### src/rtl/app_mul_pipe_if.sv
// Handshake bundle for app_mul_pipe: operand channel in, product channel out.
// The master drives operands and out_ready; the slave (the multiplier) drives the rest.
interface app_mul_pipe_if #(
  parameter int unsigned WIDTH = 9,
  parameter int unsigned OUT_W = 2 * WIDTH
);
  logic             in_valid;
  logic             in_ready;
  logic [WIDTH-1:0] a;
  logic [WIDTH-1:0] b;
  logic             mode;
  logic             out_valid;
  logic             out_ready;
  logic [OUT_W-1:0] out;
  logic             out_sat;

  modport master (
    output in_valid, a, b, mode, out_ready,
    input  in_ready, out_valid, out, out_sat
  );

  modport slave (
    input  in_valid, a, b, mode, out_ready,
    output in_ready, out_valid, out, out_sat
  );
endinterface

### src/rtl/app_mul_pipe.sv
// Two-stage valid/ready unsigned multiplier: Mitchell log approximation (mode=0) or exact
// product (mode=1), saturated to OUT_W bits.
module app_mul_pipe #(
  parameter int unsigned WIDTH = 9,
  parameter int unsigned OUT_W = 2 * WIDTH
) (
  input logic           clk,
  input logic           rst_n,
  app_mul_pipe_if.slave bus
);
  localparam int unsigned F  = WIDTH - 1;
  localparam int unsigned KW = $clog2(WIDTH);
  localparam int unsigned PW = 2 * WIDTH;
  localparam int unsigned IW = 2 * WIDTH + F;

  function automatic logic [KW-1:0] lead_one(input logic [WIDTH-1:0] v);
    logic [KW-1:0] k;
    k = '0;
    for (int unsigned i = 0; i < WIDTH; i++) begin
      if (v[i]) k = KW'(i);
    end
    return k;
  endfunction

  // Shift the leading one up to bit F; the bits below it are the left-aligned fraction.
  function automatic logic [F-1:0] frac(input logic [WIDTH-1:0] v, input logic [KW-1:0] k);
    logic [WIDTH-1:0] sh;
    sh = v << (KW'(F) - k);
    return sh[F-1:0];
  endfunction

  // Handshake
  logic s1_v_q, s2_v_q;
  logic s2_free, s1_move, in_ready, accept;

  assign s2_free  = !s2_v_q || bus.out_ready;
  assign s1_move  = s1_v_q && s2_free;
  assign in_ready = !s1_v_q || !s2_v_q || bus.out_ready;
  assign accept   = bus.in_valid && in_ready;

  assign bus.in_ready  = in_ready;
  assign bus.out_valid = s2_v_q;

  // Stage 1 next-state
  logic [KW-1:0] ka_d, kb_d;
  logic [F:0]    s_d;
  logic          z_d;
  logic [PW-1:0] p_d;

  always_comb begin
    ka_d = lead_one(bus.a);
    kb_d = lead_one(bus.b);
    s_d  = {1'b0, frac(bus.a, ka_d)} + {1'b0, frac(bus.b, kb_d)};
    z_d  = (bus.a == '0) || (bus.b == '0);
    p_d  = PW'(bus.a) * PW'(bus.b);
  end

  logic [KW-1:0] ka_q, kb_q;
  logic [F:0]    s_q;
  logic          z_q;
  logic [PW-1:0] p_q;
  logic          mode_q;

  // Stage 2 combinational result
  logic [KW:0]      sh_amt;
  logic [IW-1:0]    mant, r_apx, r;
  logic             sat_d;
  logic [OUT_W-1:0] out_d;

  always_comb begin
    // A fraction carry bumps the exponent; the mantissa keeps only the low F bits either way.
    sh_amt = {1'b0, ka_q} + {1'b0, kb_q} + {{KW{1'b0}}, s_q[F]};
    mant   = IW'({1'b1, s_q[F-1:0]});
    r_apx  = (mant << sh_amt) >> F;
    if (z_q) begin
      r = '0;
    end else if (mode_q) begin
      r = IW'(p_q);
    end else begin
      r = r_apx;
    end
    sat_d = |r[IW-1:OUT_W];
    out_d = sat_d ? '1 : r[OUT_W-1:0];
  end

  logic [OUT_W-1:0] out_q;
  logic             sat_q;

  always_ff @(posedge clk or negedge rst_n) begin
    if (!rst_n) begin
      s1_v_q <= 1'b0;
      s2_v_q <= 1'b0;
      ka_q   <= '0;
      kb_q   <= '0;
      s_q    <= '0;
      z_q    <= 1'b0;
      p_q    <= '0;
      mode_q <= 1'b0;
      out_q  <= '0;
      sat_q  <= 1'b0;
    end else begin
      if (accept) begin
        ka_q   <= ka_d;
        kb_q   <= kb_d;
        s_q    <= s_d;
        z_q    <= z_d;
        p_q    <= p_d;
        mode_q <= bus.mode;
      end

      if (accept) begin
        s1_v_q <= 1'b1;
      end else if (s1_move) begin
        s1_v_q <= 1'b0;
      end

      if (s1_move) begin
        s2_v_q <= 1'b1;
        out_q  <= out_d;
        sat_q  <= sat_d;
      end else if (bus.out_ready) begin
        s2_v_q <= 1'b0;
      end
    end
  end

  assign bus.out     = out_q;
  assign bus.out_sat = sat_q;

endmodule

### src/flat_wrapper.sv
// flat-port wrapper written by rule: the top's interface ports become plain ports
module app_mul_pipe_flat 
#(
  parameter int unsigned WIDTH = 9,
  parameter int unsigned OUT_W = 2 * WIDTH
)
  (clk, rst_n, bus_in_valid, bus_a, bus_b, bus_mode, bus_out_ready, bus_in_ready, bus_out_valid, bus_out, bus_out_sat);
  app_mul_pipe_if #(.WIDTH(WIDTH), .OUT_W(OUT_W)) bus_i ();
  input logic clk;
  input logic rst_n;
  input wire logic [$bits(bus_i.in_valid)-1:0] bus_in_valid;
  input wire logic [$bits(bus_i.a)-1:0] bus_a;
  input wire logic [$bits(bus_i.b)-1:0] bus_b;
  input wire logic [$bits(bus_i.mode)-1:0] bus_mode;
  input wire logic [$bits(bus_i.out_ready)-1:0] bus_out_ready;
  output wire logic [$bits(bus_i.in_ready)-1:0] bus_in_ready;
  output wire logic [$bits(bus_i.out_valid)-1:0] bus_out_valid;
  output wire logic [$bits(bus_i.out)-1:0] bus_out;
  output wire logic [$bits(bus_i.out_sat)-1:0] bus_out_sat;
  assign bus_i.in_valid = bus_in_valid;
  assign bus_i.a = bus_a;
  assign bus_i.b = bus_b;
  assign bus_i.mode = bus_mode;
  assign bus_i.out_ready = bus_out_ready;
  assign bus_in_ready = bus_i.in_ready;
  assign bus_out_valid = bus_i.out_valid;
  assign bus_out = bus_i.out;
  assign bus_out_sat = bus_i.out_sat;
  app_mul_pipe #(.WIDTH(WIDTH), .OUT_W(OUT_W)) u_core (.clk(clk), .rst_n(rst_n), .bus(bus_i));
endmodule
### config.mk
export PLATFORM = sky130hd
export DESIGN_NAME = app_mul_pipe_flat
export DESIGN_NICKNAME = d
export VERILOG_FILES = /design/src/rtl/app_mul_pipe_if.sv /design/src/rtl/app_mul_pipe.sv /design/src/flat_wrapper.sv
export SDC_FILE = /design/constraint.sdc
export NUM_CORES = 1
export LEC_CHECK = 0
export ABC_AREA = 1
export CAP_MARGIN = 20
export CORE_ASPECT_RATIO = 0.8
export CORE_UTILIZATION = 39
export DETAILED_ROUTE_END_ITERATION = 16
export GPL_ROUTABILITY_DRIVEN = 0
export PLACE_DENSITY_LB_ADDON = 0.15
export SYNTH_ARGS = -nofsm -noshare
export SYNTH_HDL_FRONTEND = slang
export SYNTH_SLANG_ARGS = --single-unit
### constraint.sdc
create_clock -name clk -period 2.6 [get_ports clk]
set_input_delay 0.78 -clock clk [delete_from_list [all_inputs] [get_ports clk]]
set_output_delay 0.78 -clock clk [all_outputs]
set_load 0.02 [all_outputs]
# After elaboration in Yosys (flattened, before gate mapping)
# Cells that the tools add are included.
dict set report op_classes {
  reduce_logical 13
  shifts 3
  add_sub_neg 5
  mux 23
  mul 1
}
# cell n
set ops {}
lappend ops {{18-bit 2-to-1 mux} 2}
lappend ops {{4-bit 2-to-1 mux} 8}
lappend ops {{26-bit 2-to-1 mux} 1}
lappend ops {{9-bit by 5-bit left shift with 26-bit output} 1}
lappend ops {{9-bit logical NOT} 2}
lappend ops {{9-bit by 9-bit multiplier with 18-bit output} 1}
lappend ops {{9-bit by 4-bit left shift with 8-bit output} 2}
lappend ops {{3-bit 2-to-1 mux} 4}
lappend ops {{8-bit by 8-bit adder with 9-bit output} 1}
lappend ops {{8-bit OR reduction} 1}
lappend ops {{4-bit subtractor, first input constant} 2}
lappend ops {{1-bit 2-to-1 mux} 6}
lappend ops {{4-bit by 4-bit adder with 5-bit output} 1}
lappend ops {{5-bit by 1-bit adder with 5-bit output} 1}
lappend ops {{1-bit logical OR} 4}
lappend ops {{2-bit 2-to-1 mux} 2}
lappend ops {{2-bit nonzero test} 2}
lappend ops {{1-bit logical AND} 2}
lappend ops {{1-bit logical NOT} 2}
dict set report totals {
  elab_cells 55
  in_bits 23
  out_inout_bits 21
  ff_bits 58
}

# Depth between registers and ports, before layout
# Gate-level depths: netlist (run 1).
dict set report logic_depth {
  depth_word 11
  mapped_depth 25
  mapped_depth_nobuf 25
}

# Least setup slack after synthesis (run 1)
# Ideal clock, no wire load.
dict set report synth_timing {
  kind {input to register}
  from {input port bus_a[5]}
  to {register u_core.p_q[9]}
  required_ps 2518
  t_arrival_ps 4360
  path_buffers 1
  cell_stages 19
  setup_slack_ps -1842
  setup_time_ps 82
  cell_sequence {clkbuf_1 -> nand2_1 -> inv_1 -> fa_1 -> inv_1 -> fa_1 -> inv_1 -> fa_1 -> inv_1 -> fa_1 -> inv_1 -> ha_1 -> nand2_1 -> inv_1 -> nand2_1 -> nand2_1 -> inv_1 -> or2_2 -> a31oi_1}
}
dict set report synth_via {
  elab_chain_len 1
}
# item line
set synth_lines {}
lappend synth_lines {{from (decl)} flat_wrapper.sv:12} ;# input wire logic [$bits(bus_i.a)-1:0] bus_a;
lappend synth_lines {{9-bit by 9-bit multiplier with 18-bit output} app_mul_pipe.sv:55} ;# p_d = PW'(bus.a) * PW'(bus.b);
lappend synth_lines {{to (signal assigned)} app_mul_pipe.sv:107} ;# p_q <= p_d;
lappend synth_lines {{to (decl)} app_mul_pipe.sv:61} ;# logic [PW-1:0] p_q;
# Every way passes these cells.
# A chain may end at the register's enable or synchronous reset.

# Worst setup path in the final report (run 1)
dict set report layout_timing {
  from {input port bus_b[5]}
  to {register u_core.p_q[13]}
}
dict set report layout_via {
  elab_chain_len 1
}
# item line
set layout_lines {}
lappend layout_lines {{from (decl)} flat_wrapper.sv:13} ;# input wire logic [$bits(bus_i.b)-1:0] bus_b;
lappend layout_lines {{9-bit by 9-bit multiplier with 18-bit output} app_mul_pipe.sv:55}
# Every way passes these cells.

==> results.ini, run 1 <==
[routing]
detail_route.first_pass.iterations=5
drcViolationCount=0
viasPerCell=4.886
drtIter0Drc=517
final_antenna_net_count=0
wirelength_mm=20.59
wl_per_cell_um=14.31
num_vias=7031

[pwr]
power.leakage_uw=0.005398
clkPwrFrac_pct=12.7
p_int_uw=4858
seq_power_share_pct=14.7
p_comb_share_pct=72.6
vdd_drop_max_uv=506.0
swShare_pct=47.55
power_switching_uw=4404
power_density_nw_per_um2=920.4

[global_route]
grt_pass1_wl_mm=33.71
grt_overflow=0
grt_max_degree=58
grt_pass1_vias=6910
antenna_found_initial=0
grtUsageTotal_pct=23.56

[sta]
rsz0062_at_grt=yes
final_hold_viol_count=0
period_needed_ps=3985
period_share_pct=153.3
fin_worst_skew_ps=5.755
slew_viol_final=0
worst_pin_slew_ps=731.9
max_freq_ghz=0.2509
slew_headroom_pct=51.21
setup_ws_ps=-1385
setup_viol=21

[worst_setup_path]
cp-startpoint=bus_b[5]
crit_type=in2reg
end_kind=register
arrival_ps=4200
cp_slowest_stage_delay_ps=510
path_max_fanout=5
timing.rr.end=u_core.bus.out[14]$_DFFE_PN0P_
cp.required_ps=2810
r2r_start=u_core.s_q[8]$_DFFE_PN0P_
cp-start-kind=primary input
cp-endpoint=u_core.p_q[13]$_DFFE_PN0P_
crit_chain=buf_6 > buf_6 > buf_6 > nand2_2 > inv_2 > fa_1 > fa_2 > fa_1 > inv_1 > fa_1 > inv_2 > ha_4 > a21oi_4 > o21ai_4 > a21oi_1 > nand2_1 > nand3_1 > nand2_1
r2r_slack_ps=180
crit_slowest_cell=fa_1
worstRegToRegCells=11

[yosys]
syn_nets=1168
synth_common_cells=nand2_1 (360), inv_1 (189), nand3_1 (113)
synth_cell_types=33
yosysSeqAreaShare_pct=20.86
yosysTopAreaCell=dfrtp_1
ys_ff_latch=57
synthCells=1041
synth.top_cells.by_area=dfrtp_1 (21%), nand2_1 (20%), fa_1 (16%)
avgSynthCellArea_um2=6.567
ys.flop_type=dfrtp_1
ys_warn_count=0
syn_area_um2=6837
yosysMostFrequentCell=nand2_1
synth_edf_count=0
synth_top_area_share_pct=20.86
async_flop_share_pct=100.0

[placement]
dp_cells=1398
dpl.hpwl_mm=15.83
place_ws_ps=-2375
io_buffers=42

[clocking]
clock_latency_ps=330
hold_buffers=0
cts_buffers=9
cts_max_level=3
cts_tree=yes
cts_sinks=57
clockBufferDepth=2
cts-root-buf=clkbuf_16
path_clk_slew_ps=50

[cells_and_area]
fillers=1618
drive_gt1_share_pct=33.31
nNetsFinal=1341
final_cells=1439
area_delta_synth_final_pct=47.20
diodes=0

[outcome]
violations=negative setup slack
status=complete, but fails checks

[floorplan]
die_w_um=150.0
io_pins=44
die_area_um2=18070
rows=42
initial_utilization_pct=40.65
die_h_um=120.4
design.core.area_um2=16820

[flow_run]
drv_cap=0

[hold_path]
hold_path_class=reg2reg

[power groups by stage]
stage / clock, uW / combinational (uW) / sequential, uW
6_report: 1180 / 6720 / 1360
5_1_grt: 1240 / 7370 / 1400
4_1_cts: 1190 / 6130 / 1370
3_5_place_dp: 0 / 5410 / 1370
3_3_place_gp: 0 / 5390 / 1370
2_1_floorplan: 0 / 3600 / 1440
[cells by family (layout without fill, tap and decap cells)]
family                   Yosys count  count (layout)  synth area share (%)
AO/OA/AOI/OAI                     94              94                 7.430
adder cells (fa/ha/maj)          104             104                 24.85
AND/OR/NAND/NOR                  548             548                 32.78
XOR/XNOR                           9               9                 1.263
buffers and inverters            228             406                 12.76
other                              1               1               0.05485
flip-flops                        57              57                 20.86
[worst max-delay path: cells and delay by family]
family	cells	cell delay [ps]
adder cells (fa/ha/maj)	5	2210
AO/OA/AOI/OAI	3	450
buffers and inverters	6	450
AND/OR/NAND/NOR	4	290
[how the worst min path moves through the flow]
stage                                              from                          endpoint  slack [ps]  cells past startpoint
after floorplan               u_core.p_q[1]$_DFFE_PN0P_         u_core.p_q[1]$_DFFE_PN0P_         440                      2
after global placement        u_core.s1_v_q$_DFFE_PN0P_  u_core.bus.out_valid$_DFFE_PN0P_         460                      2
after detailed placement      u_core.p_q[5]$_DFFE_PN0P_         u_core.p_q[5]$_DFFE_PN0P_         460                      2
after CTS                     u_core.p_q[3]$_DFFE_PN0P_         u_core.p_q[3]$_DFFE_PN0P_         480                      2
after global routing          u_core.p_q[3]$_DFFE_PN0P_         u_core.p_q[3]$_DFFE_PN0P_         490                      2
final                     u_core.bus.out[7]$_DFFE_PN0P_     u_core.bus.out[7]$_DFFE_PN0P_         470                      2
[cell usage in the layout (no fill, tap or decap), types with 4 or more instances in the layout]
master	count
buf_6	35
inv_2	43
o21ai_2	4
nor3_1	5
o21ai_1	17
a21oi_4	6
buf_4	124
nand2_1	296
a21oi_1	12
nor2_1	43
nand3_2	12
nand2_4	14
dfrtp_1	57
buf_12	8
xnor2_2	4
buf_2	4
inv_4	7
a31oi_1	4
nand2_2	48
o21ai_0	27
fa_2	11
nor2_2	5
a21oi_2	8
nand3_1	99
ha_1	31
clkdlybuf4s50_1	22
nor2_4	7
inv_1	137
clkbuf_16	9
fa_1	42
ha_4	19
nand4_1	5
[routing by layer]
metal / up-vias / routed length, um / GRT usage (%)
met5: - / 0 / 0
met4: 0 / 204 / 3.283
met3: 18 / 682 / 3.509
met2: 126 / 9277 / 37.09
met1: 3322 / 10430 / 34.76
li1: 3565 / - / -
[registers in the layout, indices dropped and copies added (netlist names)]
signal                flops
u_core.bus.out_valid      1
u_core.kb_q               4
u_core.z_q                1
u_core.mode_q             1
u_core.s_q                9
u_core.s1_v_q             1
u_core.bus.out           18
u_core.p_q               18
u_core.ka_q               4
[per-stage QoR]
stage / TNS [ps] / utilization (%) / total power, uW / hold slack (ps) / cell area [um2]
2_1_floorplan: -19350 / - / 5040 / 442.2 / 7390
6_report: -18670 / 59.84 / 9262 / 474.6 / 10060
5_1_grt: -21380 / 59.84 / 10010 / 486.2 / 10060
4_1_cts: -20080 / 56.94 / 8686 / 476.6 / 9575
3_5_place_dp: -40420 / 51.99 / 6784 / 458.2 / 8742
3_3_place_gp: -40220 / 51.99 / 6755 / 462.3 / 8742
[final cells by class]
class | count | area (um2) | share of cell area [%]
clock buffer | 11 | 242.7 | 2.412
clock inverter | 5 | 55.05 | 0.5471
inverter | 192 | 759.5 | 7.547
multi-input combinational | 756 | 5518 | 54.83
sequential | 57 | 1426 | 14.17
tap | 220 | 275.3 | 2.735
timing repair buffer | 198 | 1787 | 17.75
[timing repair]
item,CTS,global route
pin swaps,77,84
gates resized for setup,213,135
endpoints found under the hold margin,0,0
endpoints found under the setup margin,25,33
setup buffers,18,15
cloned,0,0
Power figures use the tool's default switching activity.
==> run 2, diff against run 1 <==
--- a/config.mk
+++ b/config.mk
@@ -8,7 +8,7 @@
 export ABC_AREA = 1
 export CAP_MARGIN = 20
 export CORE_ASPECT_RATIO = 0.8
-export CORE_UTILIZATION = 39
+export CORE_UTILIZATION = 52
 export DETAILED_ROUTE_END_ITERATION = 16
 export GPL_ROUTABILITY_DRIVEN = 0
 export PLACE_DENSITY_LB_ADDON = 0.15
==> run 2 against run 1 <==
The run still ends with negative setup slack left. Clock skew rose by 0.61 ps. Wire length increased by 15%. Die area decreased by 25%. Worst hold slack got worse by 21 ps. Global-route usage increased by 9.2 points. Highest routed layer unchanged. Via count increased by 12%. Critical path depth stayed put. Critical endpoint is now u_core.p_q[14]$_DFFE_PN0P_. First-iteration DRC count rose by 61%. Worst setup slack got worse by 88 ps. Combinational power increased by 4.5%.
==> results.ini, run 2 (synthesized netlist as in run 1, its figures left out) <==
[outcome]
status=complete, but fails checks  ; unchanged
violations=negative setup slack  ; unchanged

[clocking]
cts_tree=yes  ; unchanged
cts_sinks=57  ; unchanged
cts_buffers=9  ; unchanged
clock_latency_ps=330  ; about the same
clockBufferDepth=2  ; unchanged
cts-root-buf=clkbuf_16  ; unchanged
cts_max_level=3  ; unchanged
path_clk_slew_ps=50  ; about the same

[sta]
period_share_pct=156.7  ; was 153.3%
final_hold_viol_count=0  ; unchanged
rsz0062_at_grt=yes  ; unchanged
fin_worst_skew_ps=6.366  ; was 5.755 ps
max_freq_ghz=0.2455  ; was 0.2509 GHz
slew_headroom_pct=60.20  ; was 51.21%
hold_ws_ps=453.2  ; was 474.6 ps
setup_ws_ps=-1474  ; was -1385 ps
slew_viol_final=0  ; unchanged
setup_viol=22  ; was 21
worst_pin_slew_ps=597.0  ; was 731.9 ps
period_needed_ps=4074  ; was 3985 ps

[global_route]
antenna_found_initial=0  ; unchanged
grt_overflow=0  ; unchanged
grt_pass1_vias=7522  ; was 6910
grt_pass1_wl_mm=34.91  ; was 33.71 mm
grt_max_degree=43  ; was 58
grtUsageTotal_pct=32.79  ; was 23.56%

[routing]
drcViolationCount=0  ; unchanged
detail_route.first_pass.iterations=7  ; was 5
wirelength_mm=23.78  ; was 20.59 mm
wl_per_cell_um=16.70  ; was 14.31 um
drtIter0Drc=830  ; was 517
final_antenna_net_count=0  ; unchanged
viasPerCell=5.509  ; was 4.886
num_vias=7845  ; was 7031

[worst_setup_path]
cp-start-kind=primary input  ; unchanged
cp_num_buf_inv=7  ; was 6
crit_type=in2reg  ; unchanged
crit_family=adder cells  ; unchanged
cp_slowest_stage_delay_ps=540  ; was 510 ps
worstRegToRegCells=11  ; unchanged
r2r_start=u_core.s_q[8]$_DFFE_PN0P_  ; unchanged
crit_slowest_cell=fa_1  ; unchanged
arrival_ps=4290  ; was 4200 ps
crit_chain=buf_8 > buf_6 > buf_6 > nand2_2 > inv_2 > fa_1 > inv_2 > fa_1 > fa_1 > fa_1 > inv_2 > ha_4 > a21oi_4 > inv_2 > o21ai_2 > nand4_1 > nand3_1 > o21ai_1  ; was buf_6 > buf_6 > buf_6 > nand2_2 > inv_2 > fa_1 > fa_2 > fa_1 > inv_1 > fa_1 > inv_2 > ha_4 > a21oi_4 > o21ai_4 > a21oi_1 > nand2_1 > nand3_1 > nand2_1
r2r_slack_ps=70  ; was 180 ps
timing.rr.end=u_core.bus.out[16]$_DFFE_PN0P_  ; was u_core.bus.out[14]$_DFFE_PN0P_
path_max_fanout=6  ; was 5
end_kind=register  ; unchanged
cp.required_ps=2820  ; was 2810 ps

[floorplan]
design.core.area_um2=12820  ; was 16820 um2
die_w_um=130.2  ; was 150.0 um
io_pins=44  ; unchanged
die_h_um=104.6  ; was 120.4 um
rows=37  ; was 42
initial_utilization_pct=53.31  ; was 40.65%
die_area_um2=13610  ; was 18070 um2

[placement]
dpl.hpwl_mm=15.67  ; was 15.83 mm
placed_area_um2=8718  ; was 8742 um2
io_buffers=42  ; unchanged

[cells_and_area]
diodes=0  ; unchanged
fillers=825  ; was 1618
layout_commonest_cell=nand2_1  ; unchanged
regArea_um2=1426  ; unchanged
final_core_util_pct=80.51  ; was 59.84%
drive_gt1_share_pct=35.23  ; was 33.31%
stdcell_area_um2=10320  ; was 10060 um2
nNetsFinal=1371  ; was 1341
layout_common_cells=nand2_1 (293), buf_4 (145), inv_1 (138)  ; was nand2_1 (296), inv_1 (137), buf_4 (124)
multiInputGateArea_um2=5592  ; was 5518 um2
area_delta_synth_final_pct=51.01  ; was 47.20%

[pwr]
power_density_nw_per_um2=925.3  ; was 920.4 nW/um2
power.leakage_uw=0.005599  ; was 0.005398 uW
vdd_drop_max_uv=585.6  ; was 506.0 uV
report.power.total_uw=9552  ; was 9262 uW

[flow_run]
drv_cap=0  ; unchanged

[hold_path]
hold_path_class=in2async  ; was reg2reg

==> run 2: changes by cell type in the layout (fill, tap and decap cells not counted), sizes merged <==
| cell | before | now |
|---|---|---|
| buf | 174 | 201 |
| clkinv | 4 | 6 |
| clkdlybuf4s15 | 1 | 2 |
==> run 2: how the worst max path moves through the flow <==
stage                     startpoint                    endpoint  depth (start not counted)
after CTS                   bus_a[5]  u_core.p_q[11]$_DFFE_PN0P_                         22
after global routing        bus_a[5]  u_core.p_q[12]$_DFFE_PN0P_                         18
final                       bus_a[5]  u_core.p_q[14]$_DFFE_PN0P_                         18
after detailed placement    bus_a[7]  u_core.p_q[16]$_DFFE_PN0P_                         17
after floorplan             bus_a[3]   u_core.p_q[9]$_DFFE_PN0P_                         19
after global placement      bus_a[7]  u_core.p_q[16]$_DFFE_PN0P_                         17
==> run 2: routing by layer <==
layer | global-route usage [%] | vias to the layer above | wire (um)
met3 | 6.247 | 103 | 1907
met1 | 45.00 | 3703 | 9674
met2 | 53.31 | 419 | 11250
met5 | 0 | - | 0
li1 | - | 3620 | -
met4 | 7.392 | 0 | 945
==> run 2: final cells by class <==
cell class | count | area share [%]
multi-input combinational | 756 | 54.16
clock buffer | 10 | 2.218
tap | 175 | 2.121
inverter | 192 | 7.405
sequential | 57 | 13.82
timing repair buffer | 227 | 19.56
timing repair inverter | 1 | 0.04848
clock inverter | 6 | 0.6666
==> run 2: through the flow <==
stage / instances / worst slack, ps / setup TNS, ps
floorplan: 1041 / -1519 / -19350
global placement: 1359 / -2278 / -39920
detailed placement: 1359 / -2361 / -41300
CTS: 1405 / -1475 / -21770
global route: 1424 / -1594 / -24740
finish: 1424 / -1474 / -22250
==> run 2: report_power, final <==
part	internal [uW]	switching, uW	total, uW	leakage (uW)
registers	1180	188	1360	0.000716
clock network	743	424	1170	0.000143
logic	3060	3960	7020	0.00474
==> run 2: what timing repair did <==
action	4_1_cts	5_1_grt
pin swaps	58	104
buffers inserted	32	27
hold buffers	0	0
resized for setup	209	149
gates cloned	0	1
endpoints found under the setup margin	24	40
